[src/rtl/fetch_sequencer.sv]
// fetch_sequencer: fetches 32-bit instructions, owns the PC and instruction
// register, steps the decoder's execution cycle, and redirects to the trap
// vector on undefined instructions or fetch bus errors.
module fetch_sequencer #(
   parameter logic [63:0] RESET_PC = 64'hFFFF_FFFF_FFFF_FF00,
   parameter logic [63:0] TRAP_PC  = 64'hFFFF_FFFF_FFFF_FE00
) (
   input  logic        clk_i,
   input  logic        reset_i,
   output logic [63:0] iadr_o,
   output logic        istb_o,
   input  logic        iack_i,
   input  logic        ierr_i,
   input  logic [31:0] idat_i,
   output logic [31:0] ir_o,
   output logic [2:0]  cstate_o,
   input  logic [2:0]  nstate_i,
   input  logic        defined_i,
   output logic [63:0] pc_o,
   output logic        trap_o,
   output logic [1:0]  cause_o,
   output logic [63:0] epc_o
);

   typedef enum logic [1:0] {
      S_IDLE,
      S_FETCH,
      S_EXEC
   } state_t;

   // Instruction addresses are word aligned; the low two bits never reach the bus.
   localparam logic [63:0] RESET_ADDR    = {RESET_PC[63:2], 2'b00};
   localparam logic [63:0] TRAP_ADDR     = {TRAP_PC[63:2], 2'b00};
   localparam logic [31:0] NOP           = 32'h0000_0013;
   localparam logic [2:0]  C_DECODE      = 3'd0;
   // Cycle 3 is side-effect free in the decoder, so it doubles as the
   // "parked" value while fetching and the "retire" cycle while executing.
   localparam logic [2:0]  C_RETIRE      = 3'd3;
   localparam logic [1:0]  CAUSE_NONE    = 2'd0;
   localparam logic [1:0]  CAUSE_ILLEGAL = 2'd1;
   localparam logic [1:0]  CAUSE_FAULT   = 2'd2;

   state_t      r_state;
   logic [63:0] r_pc;
   logic [31:0] r_ir;
   logic [2:0]  r_cstate;
   logic        r_trap;
   logic [1:0]  r_cause;
   logic [63:0] r_epc;

   state_t      w_state;
   logic [63:0] w_pc;
   logic [31:0] w_ir;
   logic [2:0]  w_cstate;
   logic        w_trap;
   logic [1:0]  w_cause;
   logic [63:0] w_epc;
   logic        w_trap_req;
   logic [1:0]  w_trap_cause;

   // Next-state and datapath decisions for the fetch/execute sequence.
   always_comb begin
      // NOTE: every variable gets a default before any branch so no path
      // leaves one unassigned and a latch is never inferred.
      w_state      = r_state;
      w_pc         = r_pc;
      w_ir         = r_ir;
      w_cstate     = r_cstate;
      w_trap       = 1'b0;
      w_cause      = r_cause;
      w_epc        = r_epc;
      w_trap_req   = 1'b0;
      w_trap_cause = CAUSE_NONE;

      case (r_state)
         S_IDLE: begin
            w_state = S_FETCH;
         end
         S_FETCH: begin
            // A bus error outranks a simultaneous acknowledge.
            if (ierr_i) begin
               w_trap_req   = 1'b1;
               w_trap_cause = CAUSE_FAULT;
            end else if (iack_i) begin
               w_ir     = idat_i;
               w_cstate = C_DECODE;
               w_state  = S_EXEC;
            end
         end
         S_EXEC: begin
            if ((r_cstate == C_DECODE) && !defined_i) begin
               w_trap_req   = 1'b1;
               w_trap_cause = CAUSE_ILLEGAL;
            end else if (r_cstate == C_RETIRE) begin
               w_pc    = r_pc + 64'd4;
               w_state = S_FETCH;
            end else begin
               w_cstate = nstate_i;
            end
         end
         default: begin
            w_state = S_IDLE;
         end
      endcase

      // Both trap sources share one redirect action.
      if (w_trap_req) begin
         w_epc    = r_pc;
         w_cause  = w_trap_cause;
         w_pc     = TRAP_ADDR;
         w_trap   = 1'b1;
         w_cstate = C_RETIRE;
         w_state  = S_FETCH;
      end
   end

   // FSM state register.
   always_ff @(posedge clk_i or posedge reset_i) begin
      // NOTE: sequential state is updated with non-blocking assignments so
      // every register samples pre-edge values regardless of block order.
      if (reset_i) begin
         r_state <= S_IDLE;
      end else begin
         r_state <= w_state;
      end
   end

   // PC, instruction register, decoder cycle and trap bookkeeping registers.
   always_ff @(posedge clk_i or posedge reset_i) begin
      if (reset_i) begin
         r_pc     <= RESET_ADDR;
         r_ir     <= NOP;
         r_cstate <= C_RETIRE;
         r_trap   <= 1'b0;
         r_cause  <= CAUSE_NONE;
         r_epc    <= 64'd0;
      end else begin
         r_pc     <= w_pc;
         r_ir     <= w_ir;
         r_cstate <= w_cstate;
         r_trap   <= w_trap;
         r_cause  <= w_cause;
         r_epc    <= w_epc;
      end
   end

   // The strobe is a pure decode of the state, so it drops the instant reset
   // clears the state register and a late acknowledge has nothing to land on.
   assign istb_o   = (r_state == S_FETCH);
   assign iadr_o   = r_pc;
   assign pc_o     = r_pc;
   assign ir_o     = r_ir;
   assign cstate_o = r_cstate;
   assign trap_o   = r_trap;
   assign cause_o  = r_cause;
   assign epc_o    = r_epc;

endmodule

[config.mk]
export PLATFORM = sky130hd
export DESIGN_NAME = fetch_sequencer
export DESIGN_NICKNAME = d
export VERILOG_FILES = /design/src/rtl/fetch_sequencer.sv
export SDC_FILE = /design/constraint.sdc
export NUM_CORES = 1
export LEC_CHECK = 0
export ABC_AREA = 1
export CAP_MARGIN = 20
export CORE_ASPECT_RATIO = 1.75
export CORE_MARGIN = 2
export CORE_UTILIZATION = 40
export DETAILED_ROUTE_END_ITERATION = 10
export PLACE_DENSITY = 0.81
export SYNTH_ARGS = -nofsm -noshare
export SYNTH_HDL_FRONTEND = slang
export SYNTH_SLANG_ARGS = --single-unit
[constraint.sdc]
create_clock -name clk_i -period 11 [get_ports clk_i]
set_input_delay 2.2 -clock clk_i [delete_from_list [all_inputs] [get_ports clk_i]]
set_output_delay 2.2 -clock clk_i [all_outputs]
set_load 0.005 [all_outputs]
==> flow_summary.toml <==
[outcome]
status = "completed"

[synth]
yosysUniqueCellTypes = 34
ys.flop_type = "dfrtp_1"
yosysTopAreaCellShare_pct = 29.3
synthTopCellsByCount = "273 x nand2_1, 114 x nand3_1, 103 x dfrtp_1, 103 x nor2_1, 97 x inv_1"
yosysWarningCount = 0
yosysMostFrequentCell = "nand2_1"
synth_cells = 1080
synthArstFlopShare_pct = 100
synth-edff-count = 0
syn_area_um2 = 8800
yosysTopAreaCell = "dfrtp_1"
synthTopCellsByArea = "dfrtp_1 29%, dfstp_2 18%, nand2_1 12%, nand3_1 6.5%, buf_4 6.0%"
avgSynthCellArea_um2 = 8.15
ys_seq_area_share_pct = 47.5
synth_seq_cells = 164

[timing]
hold_viol = 0
hold_ws_ns = 0.483
setup_viol = 0
rsz0062_at_grt = "false"
worst_pin_slew_ns = 1.01
max-slew-margin-rel_pct = 32.9
fmaxAchievable_mhz = 205
final.min_clock_period_ns = 4.89
final_max_slew_viol_count = 0
fin_ws_ns = 6.11
finalClockSkew_ns = 0.0124
period_share_pct = 44.4
setup_tns_ns = 0

[die]
rows = 71
die_h_um = 200
dieArea_um2 = 23300
num_io_pins = 271
coreArea_um2 = 21600
die_w_um = 116
start_util_pct = 40.8

[global_route]
grt_pass1_vias = 7963
grt_overflow = 0
grt_pass1_wl_um = 41700
grt_max_degree = 101
grt_use_total_pct = 23.1
grt_antenna_before_repair = 0

[power]
leakagePower_nw = 5.92
peakVddDrop_mv = 0.140
finalPower_mw = 2.99
power.density_nw_per_um2 = 253

[critical_path]
r2r_cells = 10
r2r_start = "r_state[0]"
critPathCapture = "iadr_o[15]"
critPathArrivalTime_ns = 5.21
endpoint_kind = "flip-flop"
path_max_fanout = 100
startpoint = "defined_i"
required_ns = 11.33
rrSetupSlack_ns = 7.53
crit_type = "in2reg"
crit_path_start_kind = "input port"
rr_endpoint = "iadr_o[15]"

[drt]
drc = 0
drt-initial-drc-count = 502
routedWlPerCell_um = 16.8
wl_met1_um = 9280
topRoutingLayerUsed = "met4"
route.vias.total = 8069
ant_nets = 0
via_per_inst = 5.13
met2_length_um = 14100
dr.pass1.iters = 5
routed-wl-met3_um = 1390
drt_wl_total_um = 26500

[place]
post-place-ws_ns = 5.77
dpl.hpwl_um = 19800
dp.cells = 1540
port_buffers = 264
place_congestion = 0.942
dpl_cell_area_um2 = 11200

[final_layout]
nets = 1312
syn_to_final_growth_pct = 34.3
n_antenna_cell = 0
final_cells = 1572
utilization_pct = 54.8
drive_above_1_share_pct = 13.4
final_area_um2 = 11800

[hold_path]
min_path_type = "reg2reg"
holdPathStages = 2

[cts]
cts_buffers = 17
clkSinkCount = 164
ctsRootBufferMaster = "clkbuf_16"
clk_path_buf_depth = 2
cts_hold_buf = 0
post_cts_resized = 0
cts_tree = "yes"
post_cts_buffers = 0
clk_latency_ns = 0.44
htreeDepth = 4
clkTransAtPathRegs_ns = 0.07

[job]
maxCapViolCount = 0
[cell type report]
cell class,instances,area [um2]
fill,1936,9760
sequential,164,4180
multi-input combinational,714,3560
timing repair buffer,268,2670
clock buffer,21,460
inverter,102,389
tap,292,365
clock inverter,11,199
[placed cells by master, fill, tap and decap left out, types with 10 or more instances in the layout]
| master | count |
|---|---|
| clkdlybuf4s50_1 | 264 |
| inv_1 | 96 |
| nand2_1 | 273 |
| nor2_1 | 103 |
| nand3_1 | 114 |
| dfstp_2 | 61 |
| o21ai_0 | 78 |
| clkbuf_16 | 17 |
| nor3_1 | 13 |
| dfrtp_1 | 103 |
| o21ai_1 | 10 |
| mux2_2 | 32 |
| nor2_2 | 15 |
| nand4_1 | 34 |
[cells by family (layout without fill, tap and decap cells)]
logic type / Yosys count / after routing / share of synthesized area [%]
AOI/OAI and AO/OA: 90 / 90 / 5.25
xor gates and xnor gates: 5 / 5 / 0.497
adders and majority gates: 5 / 5 / 0.711
buffers and inverters: 207 / 402 / 12.4
DFF: 164 / 164 / 47.5
muxes: 32 / 32 / 4.09
other: 1 / 6 / 0.0426
and+or+nand+nor: 576 / 576 / 29.5
[worst min-delay path by stage]
stage                   to         from  slack (ns)
2_1_floorplan   cause_o[1]   cause_o[1]        0.47
3_3_place_gp    cause_o[1]   cause_o[1]        0.45
3_5_place_dp     epc_o[44]    epc_o[44]        0.47
4_1_cts          epc_o[44]    epc_o[44]        0.49
5_1_grt        cstate_o[0]  cstate_o[0]        0.51
6_report         epc_o[44]    epc_o[44]        0.48
[metal layers]
layer / track usage (%) / vias to the layer above
li1: - / 3778
met1: 23.6 / 3834
met2: 41.8 / 354
met3: 4.69 / 103
met4: 14.3 / 0
met5: 0 / -
[critical path: stages]
cell and delay (ns):
clkdlybuf4s50_1 0.39, nor2_1 0.14, nand3_1 0.11, nand2_1 0.12, nand2_4 0.44, o21ai_4 0.18, buf_4 0.76, inv_2 0.39
o21ai_0 0.27, nand3_1 0.11
[state kept, by name (all words and copies together), names as in the netlist]
| name | cells |
|---|---|
| trap_o | 1 |
| cstate_o | 3 |
| r_state | 2 |
| cause_o | 2 |
| epc_o | 62 |
| iadr_o | 62 |
| ir_o | 32 |
[power breakdown]
part           switching, mW  internal [mW]
logic                  0.694          0.639
clock network          0.253          0.417
registers              0.150          0.838
Power figures use the tool's default switching activity.
